===== config.mk =====
export PLATFORM = sky130hd
export DESIGN_NAME = wallace_mult_pipe
export DESIGN_NICKNAME = d
export VERILOG_FILES = /design/src/rtl/wallace_mult_pipe.sv
export SDC_FILE = /design/constraint.sdc
export NUM_CORES = 2
export LEC_CHECK = 0
export CORE_UTILIZATION = 56
export DETAILED_ROUTE_END_ITERATION = 7
export PLACE_DENSITY_LB_ADDON = 0.05
export SYNTH_ARGS = -nofsm -noshare
export SYNTH_HDL_FRONTEND = slang
export SYNTH_SLANG_ARGS = --single-unit

===== constraint.sdc =====
create_clock -name clk -period 3.9 [get_ports clk]
set_clock_uncertainty 0.05 [all_clocks]
set_input_delay 0.78 -clock clk [delete_from_list [all_inputs] [get_ports clk]]
set_output_delay 0.78 -clock clk [all_outputs]
set_load 0.05 [all_outputs]

===== src/rtl/wallace_mult_pipe.sv =====
// Pipelined WIDTH x WIDTH Wallace-tree multiplier with valid/ready handshake,
// per-operation signed/unsigned mode and a user tag carried with each result.
module wallace_mult_pipe #(
  parameter int unsigned WIDTH  = 32,
  parameter int unsigned STAGES = 3,
  parameter int unsigned TAG_W  = 4
) (
  input  logic               clk,
  input  logic               rst_n,
  input  logic               in_valid,
  output logic               in_ready,
  input  logic [WIDTH-1:0]   a,
  input  logic [WIDTH-1:0]   b,
  input  logic               sgn,
  input  logic [TAG_W-1:0]   in_tag,
  output logic               out_valid,
  input  logic               out_ready,
  output logic [2*WIDTH-1:0] prod,
  output logic [TAG_W-1:0]   out_tag,
  output logic [2:0]         inflight
);
  localparam int unsigned PW  = 2 * WIDTH;
  localparam int unsigned NPP = WIDTH + 1;
  localparam int unsigned NL  = 16;

  logic [PW-1:0] pp [NPP];
  logic [PW-1:0] red_s;
  logic [PW-1:0] red_c;

  // Baugh-Wooley: in signed mode the mixed-sign AND terms are inverted and
  // the constant row 2^WIDTH + 2^(2*WIDTH-1) corrects the sum.
  always_comb begin : gen_pp
    logic [WIDTH-1:0] row;
    for (int unsigned i = 0; i < WIDTH; i++) begin
      row = '0;
      for (int unsigned j = 0; j < WIDTH; j++) begin
        row[j] = a[j] & b[i];
        if (sgn && ((i == WIDTH - 1) != (j == WIDTH - 1))) row[j] = ~row[j];
      end
      pp[i] = PW'(row) << i;
    end
    pp[WIDTH] = sgn ? ((PW'(1) << WIDTH) | (PW'(1) << (PW - 1))) : '0;
  end

  // Wallace layers: each group of three rows becomes a sum and a shifted
  // carry row through a rank of full adders; leftovers pass to the next layer.
  always_comb begin : wallace
    logic [PW-1:0] cur [NPP];
    logic [PW-1:0] nxt [NPP];
    int unsigned n;
    int unsigned m;
    int unsigned grp;
    cur = pp;
    nxt = '{default: '0};
    n   = NPP;
    m   = 0;
    grp = 0;
    for (int unsigned l = 0; l < NL; l++) begin
      if (n > 2) begin
        nxt = '{default: '0};
        m   = 0;
        grp = (n / 3) * 3;
        for (int unsigned r = 0; r + 2 < NPP; r += 3) begin
          if (r + 2 < n) begin
            nxt[m]     = cur[r] ^ cur[r+1] ^ cur[r+2];
            nxt[m + 1] = ((cur[r] & cur[r+1]) | (cur[r] & cur[r+2]) |
                          (cur[r+1] & cur[r+2])) << 1;
            m = m + 2;
          end
        end
        for (int unsigned r = 0; r < NPP; r++) begin
          if (r >= grp && r < n) begin
            nxt[m] = cur[r];
            m = m + 1;
          end
        end
        cur = nxt;
        n   = m;
      end
    end
    red_s = cur[0];
    red_c = cur[1];
  end

  logic             vld   [STAGES];
  logic [TAG_W-1:0] tag_r [STAGES];
  logic [PW-1:0]    sum_r [STAGES];
  logic [PW-1:0]    car_r [STAGES];
  logic             v_in  [STAGES];
  logic [TAG_W-1:0] t_in  [STAGES];
  logic [PW-1:0]    s_in  [STAGES];
  logic [PW-1:0]    c_in  [STAGES];
  logic             adv;

  assign adv      = !vld[STAGES-1] || out_ready;
  assign in_ready = adv;

  always_comb begin
    v_in[0] = in_valid;
    t_in[0] = in_tag;
    s_in[0] = red_s;
    c_in[0] = red_c;
    for (int unsigned k = 1; k < STAGES; k++) begin
      v_in[k] = vld[k-1];
      t_in[k] = tag_r[k-1];
      s_in[k] = sum_r[k-1];
      c_in[k] = car_r[k-1];
    end
  end

  // Data registers load only behind a valid operation, so bubbles (and any
  // X on idle operand inputs) never reach prod.
  always_ff @(posedge clk or negedge rst_n) begin
    if (!rst_n) begin
      for (int unsigned k = 0; k < STAGES; k++) begin
        vld[k]   <= 1'b0;
        tag_r[k] <= '0;
        sum_r[k] <= '0;
        car_r[k] <= '0;
      end
    end else if (adv) begin
      for (int unsigned k = 0; k < STAGES; k++) begin
        vld[k] <= v_in[k];
        if (v_in[k]) begin
          tag_r[k] <= t_in[k];
          if (k == STAGES - 1) begin
            sum_r[k] <= s_in[k] + c_in[k];
            car_r[k] <= '0;
          end else begin
            sum_r[k] <= s_in[k];
            car_r[k] <= c_in[k];
          end
        end
      end
    end
  end

  assign out_valid = vld[STAGES-1];
  assign prod      = sum_r[STAGES-1];
  assign out_tag   = tag_r[STAGES-1];

  always_comb begin
    inflight = '0;
    for (int unsigned k = 0; k < STAGES; k++) inflight = inflight + 3'(vld[k]);
  end
endmodule


Yosys cells after proc, flatten, opt, wreduce, memory -nomap -nowiden
Index checks and enable logic that the tools add are counted.
{"block": "op_classes", "bitwise": 1303, "n_addsub": 3, "n_reduce_logical": 5, "mux": 63}
{"cell": "$and A63 B63 Y63", "n": 43}
{"cell": "$or A63 B63 Y63", "n": 35}
{"cell": "$xor A64 B64 Y64", "n": 26}
{"cell": "$and A1 B1 Y1", "n": 1024}
{"cell": "$and A62 B63 Y63", "n": 2}
{"cell": "$and A56 B58 Y58", "n": 2}
{"cell": "$and A47 B49 Y49", "n": 2}
{"cell": "$and A44 B46 Y46", "n": 2}
{"cell": "$and A38 B40 Y40", "n": 2}
{"cell": "$and A35 B37 Y37", "n": 2}
{"cell": "$or A37 B37 Y37", "n": 2}
{"cell": "$add A64 B64 Y64", "n": 1}
{"cell": "$mux W64", "n": 1}
{"cell": "$xor A47 B64 Y64", "n": 1}
{"cell": "$xor A63 B64 Y64", "n": 1}
{"cell": "$xor A64 B41 Y64", "n": 1}
{"cell": "$xor A64 B50 Y64", "n": 1}
{"cell": "$xor A64 B55 Y64", "n": 1}
{"cell": "$xor A64 B59 Y64", "n": 1}
{"cell": "$and A63 B46 Y63", "n": 1}
{"cell": "$or A44 B63 Y63", "n": 1}
{"cell": "$or A63 B46 Y63", "n": 1}
{"cell": "$or A63 B50 Y63", "n": 1}
{"cell": "$xor A62 B63 Y63", "n": 1}
{"cell": "other kinds (95)", "n": 219}
{"block": "word_totals", "input_bits": 73, "wordCells": 1385, "regBits": 333}

Longest topological paths before layout
{"block": "logic_depth", "ltp_word": 27, "ltp_mapped": 18, "depth_no_buf": 17}

Least setup slack after synthesis
Ideal clock, no wire load.
{"block": "synth_path", "path_type": "input port to flip-flop", "from": "input sgn", "to": "register sum_r (netlist bit s_in[106])", "required_ps": 3725, "t_arrival_ps": 5812, "path_slack_ps": -2087, "path_buffers": 2, "path_stages": 16, "setup_time_ps": 125, "path_cell_list": "clkbuf_1 buf_1 xnor2_1 ha_1 fa_1 fa_1 fa_1 inv_1 fa_1 inv_1 fa_1 inv_1 fa_1 inv_1 fa_1 mux2_2"}
{"block": "synth_between", "elab_chain_cells": 23}
{"element": "start, declared", "line_no": "14", "text": "input logic sgn,"}
{"element": "$mux W1", "line_no": "38", "text": "if (sgn && ((i == WIDTH - 1) != (j == WIDTH - 1))) row[j] = ~row[j];"}
{"element": "$and A35 B37 Y37", "line_no": "66", "text": "nxt[m + 1] = ((cur[r] & cur[r+1]) | (cur[r] & cur[r+2]) |"}
{"element": "$or A36 B37 Y37", "line_no": "66"}
{"element": "$or A37 B37 Y37", "line_no": "66"}
{"element": "$xor A38 B40 Y40 (tied with other cells)", "line_no": "65", "text": "nxt[m] = cur[r] ^ cur[r+1] ^ cur[r+2];"}
{"element": "$xor A40 B41 Y41 or $or A40 B41 Y41 (tied branches)", "line_no": "65, 66"}
{"element": "$and A63 B63 Y63 or $or A41 B41 Y41 (tied branches)", "line_no": "66"}
{"element": "$or A63 B63 Y63 (tied with other cells)", "line_no": "66"}
{"element": "(+5 left out)"}
{"element": "$or A63 B63 Y63 or $xor A64 B64 Y64 (tied branches) (2 in a row)", "line_no": "66, 65"}
{"element": "$and A63 B63 Y63", "line_no": "66"}
{"element": "$or A63 B63 Y63 (2 in a row)", "line_no": "66"}
{"element": "$and A63 B63 Y63", "line_no": "66"}
{"element": "$or A63 B63 Y63 (2 in a row)", "line_no": "66"}
{"element": "$xor A64 B64 Y64", "line_no": "65"}
{"element": "$xor A64 B64 Y64 (*)", "line_no": "65"}
{"element": "via red_s[42]", "line_no": "27", "text": "logic [PW-1:0] red_s;"}
{"element": "end signal, assigned by index", "line_no": "127", "text": "sum_r[k] <= s_in[k] + c_in[k];"}
{"element": "end signal, assigned by index", "line_no": "130", "text": "sum_r[k] <= s_in[k];"}
{"element": "end, declared", "line_no": "87", "text": "logic [PW-1:0] sum_r [STAGES];"}
The timed path passes the listed nets; every way through them passes the cells marked *.
A chain may end at the register's enable or synchronous reset.

Final worst setup path
{"block": "layout_path", "from": "input a[21]", "to": "register sum_r (netlist bit s_in[110])"}
{"block": "layout_between", "elab_chain_cells": 22}
{"element": "start, declared", "line_no": "12", "text": "input logic [WIDTH-1:0] a,"}
{"element": "$and A1 B1 Y1", "line_no": "37", "text": "row[j] = a[j] & b[i];"}
{"element": "$and A50 B52 Y52 or $and A50 B51 Y51 (tied branches)", "line_no": "66"}
{"element": "$or A51 B52 Y52", "line_no": "66"}
{"element": "$or A52 B52 Y52", "line_no": "66"}
{"element": "$xor A64 B64 Y64 or $and A52 B53 Y53 (tied branches)", "line_no": "65, 66"}
{"element": "$xor A64 B55 Y64 or $or A63 B63 Y63 (tied branches)", "line_no": "65, 66"}
{"element": "$and A63 B63 Y63 or $or A63 B63 Y63 (tied branches)", "line_no": "66"}
{"element": "$or A63 B63 Y63 or $and A63 B63 Y63 (tied branches)", "line_no": "66"}
{"element": "(+4 left out)"}
{"element": "$xor A64 B64 Y64 or $or A63 B63 Y63 (tied branches)", "line_no": "65, 66"}
{"element": "$xor A64 B64 Y64", "line_no": "65"}
{"element": "$and A63 B63 Y63", "line_no": "66"}
{"element": "$or A63 B63 Y63 (2 in a row)", "line_no": "66"}
{"element": "$and A63 B63 Y63", "line_no": "66"}
{"element": "$or A63 B63 Y63 (2 in a row)", "line_no": "66"}
{"element": "$xor A64 B64 Y64 (*) (2 in a row)", "line_no": "65"}
{"element": "via red_s[46]", "line_no": "27"}
Marked as above.

==> flow_metrics.tcl <==
set metrics [dict create \
    vias 32600 \
    fill_cells 5511 \
    drive_above_1_share 0.352 \
    crit_required_ns 4.32 \
    cts.sinks 317 \
    grt_pass1_vias 35900 \
    die_y_um 285 \
    clockBufferDepth 3 \
    max_stage_delay_ns 0.54 \
    grt_pass1_wl_um 201000 \
    critPathMaxFanout 6 \
    final_antenna_net_count 0 \
    rsz0062_at_grt "true" \
    startpoint_type "primary input" \
    ys_seq_elements 317 \
    ys_seq_area_frac 0.177 \
    finalHoldViolations 0 \
    clock.fmax_mhz 188 \
    core_area_sq_um 79100 \
    antenna_found_initial 2 \
    grt_max_degree 73 \
    postPlaceCellArea_sq_um 50900 \
    r2r_start "s_in[9]$_DFFE_PN0P_" \
    syn_area_sq_um 44900 \
    finalCriticalPeriod_ns 5.31 \
    cts_root_buf "clkbuf_16" \
    dr.pass1.iters 5 \
    drv_cap 0 \
    min_period_over_period 1.36 \
    start_util 0.567 \
    crit_top_cell "fa_1" \
    hold_ws_ns 0.114 \
    routed_via_density 5.48 \
    worstReg2RegEnd "prod[57]$_DFFE_PN0P_" \
    synth.net_count 5626 \
    synth_ff_type "dfrtp_1" \
    numCtsBuffers 31 \
    tightest_slew_ns 0.826 \
    syn_avg_cell_area_sq_um 10.2 \
    cpLargestDelayFamily "adder cells" \
    cts_tree "done" \
    violations "negative setup slack" \
    multi_input_area_sq_um 35700 \
    status "finished, violations left" \
    io_pins 146 \
    diodes 0 \
    async_reset_ff_frac 1.00 \
    h-tree-depth 1 \
    grt_overflow 0 \
    regToRegSetupSlack_ns 0.29 \
    final.setup.worst_slack_ns -1.41 \
    path_clk_slew_ns 0.07 \
    clock_latency_ns 0.58 \
    finalInstanceArea_sq_um 58000 \
    die-area_sq_um 81300 \
    drv_slew 0 \
    setup-tns-final_ns -118.65 \
    place_congestion 0.893 \
    cp-end-kind "flop" \
    path_cells "buf_12 > buf_8 > buf_6 > buf_6 > nand2_2 > fa_1 > inv_2 > fa_1 > inv_2 > fa_1 > inv_1 > fa_1 > inv_1 > fa_1 > fa_2 > fa_2 > inv_2 > fa_2 > mux2_2" \
    seqCellArea_sq_um 7930 \
    grt_util_all_layers 0.323 \
    wl_um 129000 \
    setup_violations 108 \
    dp_hpwl_um 92100 \
    critPathBufInv 9 \
    nNetsFinal 6099 \
    cp_slowest_cell "fa_2" \
    drc 0 \
    slew_headroom 0.450 \
    r2r_cells 12 \
    drt-wirelength-per-cell_um 21.8 \
    synth_edf_count 0 \
    ys_types 61 \
    first_iter_violations 2060 \
    chipWidth_um 285 \
    areaGrowthSynthToFinish_pct 29.3 \
    worst_ep_arrival_time_ns 5.73 \
    hold_path.class "primary input to async pin" \
    worstSetupPathType "primary input to flop" \
    yosys_warnings 0 \
    syn_inst 4396 \
    port_buffers 145 \
    dp.cells 5602 \
    row_count 103 \
    instances_no_fill 5941 \
]
## flip-flops by register name, indices dropped and copies added, names as in the netlist
name       cells
v_in           2
prod          64
t_in           8
c_in         110
out_tag        4
s_in         128
out_valid      1
## cells in the mapped netlist (6+ instances only)
| master | n | share of area |
|---|---|---|
| a211oi_1 | 8 | 0.0013 |
| a21o_1 | 30 | 0.0050 |
| a21oi_1 | 61 | 0.0068 |
| a31oi_1 | 6 | 0.00084 |
| and2_1 | 587 | 0.082 |
| buf_1 | 16 | 0.0013 |
| clkbuf_1 | 241 | 0.020 |
| dfrtp_1 | 317 | 0.18 |
| fa_1 | 908 | 0.41 |
| ha_1 | 249 | 0.069 |
| inv_1 | 777 | 0.065 |
| mux2_2 | 241 | 0.060 |
| nand2_1 | 590 | 0.049 |
| nand3_1 | 16 | 0.0018 |
| nand4_1 | 12 | 0.0017 |
| nor2_1 | 46 | 0.0038 |
| nor3_1 | 7 | 0.00078 |
| nor4_1 | 6 | 0.00084 |
| o211ai_1 | 7 | 0.0012 |
| o21a_1 | 6 | 0.0010 |
| o21ai_0 | 75 | 0.0084 |
| o21bai_1 | 10 | 0.0017 |
| xnor2_1 | 79 | 0.015 |
| xor2_1 | 29 | 0.0057 |
## cells by family (layout without fill, tap and decap cells)
kind of cell / Yosys count / count (layout) / synth area share
flops: 317 / 317 / 0.177
fa+ha+maj: 1157 / 1157 / 0.475
simple gates: 1292 / 1292 / 0.145
compound gates: 244 / 244 / 0.0352
xor+xnor: 108 / 108 / 0.0211
mux: 243 / 243 / 0.0609
buf+inv: 1035 / 1530 / 0.0866
## layout make-up
| class | instances | share of cell area |
|---|---|---|
| timing repair buffer | 698 | 0.157 |
| inverter | 777 | 0.0503 |
| clock buffer | 40 | 0.0148 |
| tap | 1050 | 0.0227 |
| multi-input combinational | 3044 | 0.615 |
| clock inverter | 15 | 0.00306 |
| sequential | 317 | 0.137 |
## worst register-to-register path: cells and delay by family (launching register included)
family                     cells  cell delay (ns)
AOI/OAI and AO/OA              7             1.99
adders and majority gates      2             0.60
and+or+nand+nor                2             0.43
DFF                            1             0.36
buffers and inverters          1             0.06
## per-stage QoR
step                      setup slack [ns]  utilization
after floorplan                      -1.61            -
after global placement               -2.46        0.644
after detailed placement             -2.56        0.644
after CTS                            -1.46        0.716
after global routing                 -1.49        0.733
final                                -1.41        0.733
## what timing repair did
action,in CTS,in global routing
hold buffers,0,0
setup buffers,185,74
endpoints found under the setup margin,111,110
resized for setup,894,374
pin swaps,362,356
gates cloned,47,4
## worst max-delay path by stage
stage | start | slack [ns] | cells past startpoint | endpoint
2_1_floorplan | b[13] | -1.61 | 13 | s_in[97]$_DFFE_PN0P_
3_3_place_gp | a[11] | -2.46 | 15 | s_in[98]$_DFFE_PN0P_
3_5_place_dp | a[11] | -2.56 | 15 | s_in[98]$_DFFE_PN0P_
4_1_cts | a[21] | -1.46 | 18 | s_in[113]$_DFFE_PN0P_
5_1_grt | b[29] | -1.49 | 18 | s_in[97]$_DFFE_PN0P_
6_report | a[21] | -1.41 | 19 | s_in[110]$_DFFE_PN0P_
## layer usage
metal	GRT usage	wire (um)	share of wire	vias up
met3	0.0406	6570	0.051	325
met5	0	26	0.00020	-
met4	0.112	5590	0.043	4
met2	0.573	67700	0.52	955
li1	-	-	-	14100
met1	0.406	49400	0.38	17200
## layout by cell type, fill, tap and decap left out, types with 78 or more instances in the layout
cell type / count
mux2_2: 171
and2_4: 241
ha_1: 177
inv_2: 178
fa_2: 235
and2_1: 346
buf_12: 142
dfrtp_1: 317
buf_6: 127
clkdlybuf4s50_1: 79
buf_4: 225
inv_1: 599
fa_1: 673
xnor2_1: 78
nand2_1: 525
Power is not shown: default switching activity piles up to over one toggle a cycle in this logic, so the estimate is an artifact.
